### src/rtl/alu_seq.sv
// alu_seq: registered ALU with a {N,Z,F,L,C} flag register, carry-chained
// ADDC/SUBC and multi-cycle variable shifts (one bit per clock) behind a
// valid/ready handshake.
module alu_seq #(
    parameter int         WIDTH    = 16,
    parameter logic [4:0] FLAG_RST = 5'b0
) (
    input  logic             clk,
    input  logic             rst_n,
    input  logic             in_valid,
    output logic             in_ready,
    input  logic             flush,
    input  logic [4:0]       OpCode,
    input  logic [WIDTH-1:0] Rsrc,
    input  logic [WIDTH-1:0] Rdest,
    output logic [WIDTH-1:0] Out,
    output logic             out_valid,
    output logic [4:0]       Flags,
    output logic             op_err
);

    localparam int SHW = $clog2(WIDTH);
    localparam logic [SHW-1:0] CNT_ONE = SHW'(1);
    localparam logic [SHW-1:0] CNT_ZERO = '0;

    localparam logic [4:0] OP_ADD   = 5'd0;
    localparam logic [4:0] OP_SUB   = 5'd1;
    localparam logic [4:0] OP_CMP   = 5'd2;
    localparam logic [4:0] OP_AND   = 5'd3;
    localparam logic [4:0] OP_OR    = 5'd4;
    localparam logic [4:0] OP_XOR   = 5'd5;
    localparam logic [4:0] OP_NOT   = 5'd6;
    localparam logic [4:0] OP_LSH   = 5'd7;
    localparam logic [4:0] OP_RSH   = 5'd8;
    localparam logic [4:0] OP_ARSH  = 5'd9;
    localparam logic [4:0] OP_ADDC  = 5'd10;
    localparam logic [4:0] OP_SUBC  = 5'd11;
    localparam logic [4:0] OP_LSHV  = 5'd12;
    localparam logic [4:0] OP_RSHV  = 5'd13;
    localparam logic [4:0] OP_ARSHV = 5'd14;
    localparam logic [4:0] OP_MOV   = 5'd15;

    // Flag bit positions inside the PSR
    localparam int FL_N = 4;
    localparam int FL_F = 2;
    localparam int FL_C = 0;

    typedef enum logic {S_IDLE = 1'b0, S_SHIFT = 1'b1} state_t;

    state_t             r_state, w_state_next;
    logic [WIDTH-1:0]   r_out, w_out_next;
    logic               r_out_valid, w_out_valid_next;
    logic               r_op_err, w_op_err_next;
    logic [4:0]         r_flags, w_flags_next;
    logic [WIDTH-1:0]   r_shreg, w_shreg_next;
    logic [SHW-1:0]     r_cnt, w_cnt_next;
    logic [1:0]         r_sh_kind, w_sh_kind_next;

    logic               w_accept;
    logic               w_cin;
    logic [WIDTH:0]     w_sum;
    logic [WIDTH:0]     w_diff;
    logic               w_ovf_add;
    logic               w_ovf_sub;
    logic               w_lt_u;
    logic               w_eq;
    logic               w_lt_s;
    logic [SHW-1:0]     w_amt;
    logic [WIDTH-1:0]   w_shreg_step;

    // One-bit shift step; kind is OpCode[1:0] of the variable-shift opcodes
    // (0 = logical left, 1 = logical right, 2 = arithmetic right).
    function automatic logic [WIDTH-1:0] shift_one(input logic [1:0] kind,
                                                   input logic [WIDTH-1:0] v);
        logic [WIDTH-1:0] res;
        case (kind)
            2'd0:    res = {v[WIDTH-2:0], 1'b0};
            2'd1:    res = {1'b0, v[WIDTH-1:1]};
            default: res = {v[WIDTH-1], v[WIDTH-1:1]};
        endcase
        return res;
    endfunction

    assign w_accept = in_valid & (r_state == S_IDLE);
    // Carry-in for ADDC and borrow-in for SUBC both come from the stored C
    assign w_cin    = ((OpCode == OP_ADDC) || (OpCode == OP_SUBC)) & r_flags[FL_C];
    assign w_sum    = {1'b0, Rdest} + {1'b0, Rsrc} + {{WIDTH{1'b0}}, w_cin};
    assign w_diff   = {1'b0, Rdest} - {1'b0, Rsrc} - {{WIDTH{1'b0}}, w_cin};
    assign w_ovf_add = (Rdest[WIDTH-1] == Rsrc[WIDTH-1]) & (w_sum[WIDTH-1] != Rdest[WIDTH-1]);
    assign w_ovf_sub = (Rdest[WIDTH-1] != Rsrc[WIDTH-1]) & (w_diff[WIDTH-1] != Rdest[WIDTH-1]);
    assign w_lt_u   = Rdest < Rsrc;
    assign w_eq     = Rdest == Rsrc;
    assign w_lt_s   = $signed(Rdest) < $signed(Rsrc);
    assign w_amt    = Rsrc[SHW-1:0];
    assign w_shreg_step = shift_one(r_sh_kind, r_shreg);

    // Next-state, result and flag computation for both FSM states
    always_comb begin
        w_state_next     = r_state;
        w_out_next       = r_out;
        w_out_valid_next = 1'b0;
        w_op_err_next    = 1'b0;
        w_flags_next     = r_flags;
        w_shreg_next     = r_shreg;
        w_cnt_next       = r_cnt;
        w_sh_kind_next   = r_sh_kind;
        case (r_state)
            S_IDLE: begin
                if (w_accept) begin
                    w_out_valid_next = 1'b1;
                    case (OpCode)
                        OP_ADD, OP_ADDC: begin
                            w_out_next   = w_sum[WIDTH-1:0];
                            w_flags_next = {w_lt_s, w_eq, w_ovf_add, w_lt_u, w_sum[WIDTH]};
                        end
                        OP_SUB, OP_SUBC: begin
                            w_out_next   = w_diff[WIDTH-1:0];
                            w_flags_next = {w_lt_s, w_eq, w_ovf_sub, w_lt_u, w_diff[WIDTH]};
                        end
                        OP_CMP:  w_flags_next = {w_lt_s, w_eq, r_flags[FL_F], w_lt_u, r_flags[FL_C]};
                        OP_AND:  w_out_next = Rdest & Rsrc;
                        OP_OR:   w_out_next = Rdest | Rsrc;
                        OP_XOR:  w_out_next = Rdest ^ Rsrc;
                        OP_NOT:  w_out_next = ~Rsrc;
                        OP_LSH:  w_out_next = {Rsrc[WIDTH-2:0], 1'b0};
                        OP_RSH:  w_out_next = {1'b0, Rsrc[WIDTH-1:1]};
                        OP_ARSH: w_out_next = {Rsrc[WIDTH-1], Rsrc[WIDTH-1:1]};
                        OP_MOV:  w_out_next = Rsrc;
                        OP_LSHV, OP_RSHV, OP_ARSHV: begin
                            if (w_amt == CNT_ZERO) begin
                                w_out_next = Rdest;
                            end else begin
                                // Multi-cycle: completion is reported from S_SHIFT
                                w_out_valid_next = 1'b0;
                                w_shreg_next     = Rdest;
                                w_cnt_next       = w_amt;
                                w_sh_kind_next   = OpCode[1:0];
                                w_state_next     = S_SHIFT;
                            end
                        end
                        default: w_op_err_next = 1'b1;
                    endcase
                end
            end
            S_SHIFT: begin
                if (flush) begin
                    w_state_next = S_IDLE;
                end else begin
                    w_shreg_next = w_shreg_step;
                    w_cnt_next   = r_cnt - CNT_ONE;
                    if (r_cnt == CNT_ONE) begin
                        w_out_next       = w_shreg_step;
                        w_out_valid_next = 1'b1;
                        w_state_next     = S_IDLE;
                    end
                end
            end
            default: w_state_next = S_IDLE;
        endcase
    end

    // State and output registers; reset aborts any shift in progress
    always_ff @(posedge clk or negedge rst_n) begin
        if (!rst_n) begin
            r_state     <= S_IDLE;
            r_out       <= '0;
            r_out_valid <= 1'b0;
            r_op_err    <= 1'b0;
            r_flags     <= FLAG_RST;
            r_shreg     <= '0;
            r_cnt       <= '0;
            r_sh_kind   <= 2'd0;
        end else begin
            r_state     <= w_state_next;
            r_out       <= w_out_next;
            r_out_valid <= w_out_valid_next;
            r_op_err    <= w_op_err_next;
            r_flags     <= w_flags_next;
            r_shreg     <= w_shreg_next;
            r_cnt       <= w_cnt_next;
            r_sh_kind   <= w_sh_kind_next;
        end
    end

    assign in_ready  = (r_state == S_IDLE);
    assign Out       = r_out;
    assign out_valid = r_out_valid;
    assign Flags     = r_flags;
    assign op_err    = r_op_err;

endmodule

### config.mk
export PLATFORM = sky130hd
export DESIGN_NAME = alu_seq
export DESIGN_NICKNAME = d
export VERILOG_FILES = /design/src/rtl/alu_seq.sv
export SDC_FILE = /design/constraint.sdc
export NUM_CORES = 1
export LEC_CHECK = 0
export CAP_MARGIN = 20
export CORE_UTILIZATION = 40
export CTS_CLUSTER_DIAMETER = 50
export CTS_CLUSTER_SIZE = 25
export DETAILED_ROUTE_END_ITERATION = 6
export GPL_ROUTABILITY_DRIVEN = 0
export PLACE_DENSITY_LB_ADDON = 0.1
export SLEW_MARGIN = 15
export SYNTH_ARGS = -nofsm -noshare
export SYNTH_HDL_FRONTEND = slang
export SYNTH_SLANG_ARGS = --single-unit
export TNS_END_PERCENT = 20
### constraint.sdc
create_clock -name clk -period 5.1 [get_ports clk]
set_input_delay 1.02 -clock clk [delete_from_list [all_inputs] [get_ports clk]]
set_output_delay 1.02 -clock clk [all_outputs]
set_load 0.02 [all_outputs]
==> impl_metrics.toml <==
[min_path]
hp-class = "reg -> reg"
min_delay_path_depth = 2
hold_end = "Out[0]$_DFFE_PN0P_"
hold_start = "Out[0]$_DFFE_PN0P_"

[global_routing]
grt_max_degree = 47
grt-ovfl-total = 0
grt_pass1_vias = 6157
grt_pass1_wl_um = 34920
antenna_found_initial = 0
grt_usage_pct = 28.54

[detailed_routing]
drtIter0Drc = 679
wl_um = 22030
dr.pass1.iters = 5
vias = 6404
antenna_left = 0
drc = 0
wl_per_cell_um = 21.54
vias_per_cell = 6.260

[critical_path]
slowest_stage = "a2111oi_0"
cp_cell_sequence = "clkdlybuf4s50_1 -> nor2_1 -> nand4_1 -> fa_1 -> inv_1 -> ha_1 -> o21ai_0 -> a211oi_4 -> nand3_1 -> nand2_1 -> xor2_1 -> a2111oi_0 -> a21oi_1"
r2r-end = "Out[7]$_DFFE_PN0P_"
r2r_start = "Flags[0]$_DFFE_PN0P_"
critPathLaunchType = "input pin"
critical_path_buf_inv_count = 2
worstPathArrival_ns = 4.82
end_kind = "flip-flop"
crit_family = "compound AO/OA/AOI/OAI gates"
critPathMaxFanout = 6
criticalPathCategory = "in -> reg"
worst-r2r-cell-count = 11
r2r_setup_slack_ns = 1.52
cp_slowest_stage_delay_ns = 0.77
cp.required_ns = 5.25

[synth]
synth_warnings = 0
synth-main-ff-cell = "dfrtp_1"
synthDistinctLibCells = 76
ys_seq_elements = 46
ys_seq_area_share_pct = 19.23
netlist.area_leader.share_pct = 19.23
synth.area.top_cells = "dfrtp_1 (19%), ha_1 (17%), o21ai_0 (6.3%)"
synth_fp_nets = 911
synth_edf_count = 0
synth.area.mux_share_pct = 2.425
synth_adder_area_share_pct = 18.06
yosysMostFrequentCell = "ha_1"
synth_compound_area_share_pct = 31.56
synth_common_cells = "ha_1 (80), nand2_1 (79), o21ai_0 (75), a21oi_1 (64), inv_1 (63)"
yosys.area.top_type = "dfrtp_1"
avgSynthCellArea_um2 = 7.615
async_flop_share_pct = 100.0
synthXorXnorAreaFrac_pct = 3.073
syn_inst = 786
netlist_area_um2 = 5986
synthSimpleGateAreaFrac_pct = 18.08
synth_top_family_by_area = "compound AO/OA/AOI/OAI gates"

[clocking]
clkLatencyLatePin_ns = 0.30
post_cts_buffers = 0
cts.sinks = 46
cts_tree = "built"
cts_made_buffers = 5
cts.path.max_buffers = 2
hold_buffers = 0
clockRootBuffer = "clkbuf_16"
cts_max_level = 2
clk_pin_slew_ns = 0.07
post_cts_resized = 0

[timing]
timing.final.ws_setup_ns = 0.4310
max_slew_margin_pct = 37.09
period_needed_ns = 4.669
worstMarginPinSlew_ns = 0.9401
fin_skew_ns = 0.01082
fmax_mhz = 214.2
rsz0062_at_grt = "false"
setup_tns_ns = 0
hold_viol_final = 0
slew_viol_final = 0
finalCritPeriodShare_pct = 91.55
finalSetupViolations = 0

[run]
max_cap_viol_count = 0

[power_and_ir_drop]
p_leak_nw = 3.052
p_per_area_nw_per_um2 = 263.7
ir_drop_mv = 0.1623
total_power_mw = 1.847

[layout]
fin_util_pct = 48.02
diodes = 0
nNetsFinal = 963
synthToLayoutAreaGrowth_pct = 17.04
drive_above_1_share_pct = 5.840

[die]
num_rows = 44
initial_core_util_pct = 41.03
io_pins = 65
die_area_um2 = 15460
core-area_um2 = 14590
die_w_um = 124.3
die_h_um = 124.3

[placement]
pre_cts_ws_ns = 0.2839
hpwlAfterDp_um = 16770
io_buffers = 64

[status]
status = "complete, no violations"
[worst min-delay path, cell delays in order, from the launching register on]
cell,delay (ns)
dfrtp_1,0.34
nand2_1,0.05
nand2_1,0.05
[placed cells by master, fill, tap and decap left out, types with 14 or more instances in the layout]
master	count
ha_1	80
nand2_1	79
o21ai_0	75
inv_1	63
a21oi_1	63
clkdlybuf4s50_1	63
nor2_1	57
dfrtp_1	46
buf_4	24
nor3_1	16
nand3_1	15
nand2b_1	14
[registers in the layout (all words and copies together), names as in the netlist]
register,flops
r_cnt,4
op_err,1
out_valid,1
r_sh_kind,2
Out,16
r_state,1
r_shreg,16
Flags,5
[how the worst max path moves through the flow]
stage,cells past startpoint,startpoint,endpoint
final,13,OpCode[2],Out[7]$_DFFE_PN0P_
after global routing,13,OpCode[2],Out[7]$_DFFE_PN0P_
after CTS,13,OpCode[2],Out[7]$_DFFE_PN0P_
after detailed placement,13,OpCode[2],Out[7]$_DFFE_PN0P_
after global placement,13,OpCode[2],Out[7]$_DFFE_PN0P_
after floorplan,13,OpCode[1],Flags[2]$_DFFE_PN0P_
[final cells by class]
cell class	count	area, um2
fill	1439	7584
multi-input combinational	632	4398
sequential	46	1151
timing repair buffer	88	815.8
inverter	65	244.0
tap	184	230.2
clock buffer	6	128.9
clock inverter	2	37.54
[metal layers]
metal  track usage [%]  vias to the layer above  routed length (um)
met1             41.25                     3042               10180
li1                  -                     2953                   -
met5                 0                        -                   0
met4             8.079                        0                 454
met2             42.93                      368                9465
met3             5.369                       41                1932
[kinds of logic (layout without fill, tap and decap cells)]
logic type / count (synthesis) / after routing
xor gates and xnor gates: 21 / 21
buffers and inverters: 108 / 161
muxes: 14 / 14
adders and majority gates: 84 / 84
AOI/OAI and AO/OA: 286 / 286
DFF: 46 / 46
and+or+nand+nor: 227 / 227
[per-stage QoR]
| step | hold WS (ns) | instances | cell area [um2] |
|---|---|---|---|
| after detailed placement | 0.4577 | 1015 | 6839 |
| final | 0.4751 | 1023 | 7005 |
| after CTS | 0.4739 | 1023 | 7005 |
| after global placement | 0.4598 | 1015 | 6839 |
| after global routing | 0.5072 | 1023 | 7005 |
| after floorplan | 0.4497 | 786 | 5986 |
[power by group]
part	leakage, nW	internal (mW)	total (mW)	switching [mW]
clock network	0.0771	0.232	0.396	0.164
registers	0.563	0.466	0.555	0.0889
logic	2.41	0.371	0.896	0.525
No activity file was read; power rests on OpenSTA's default activity.
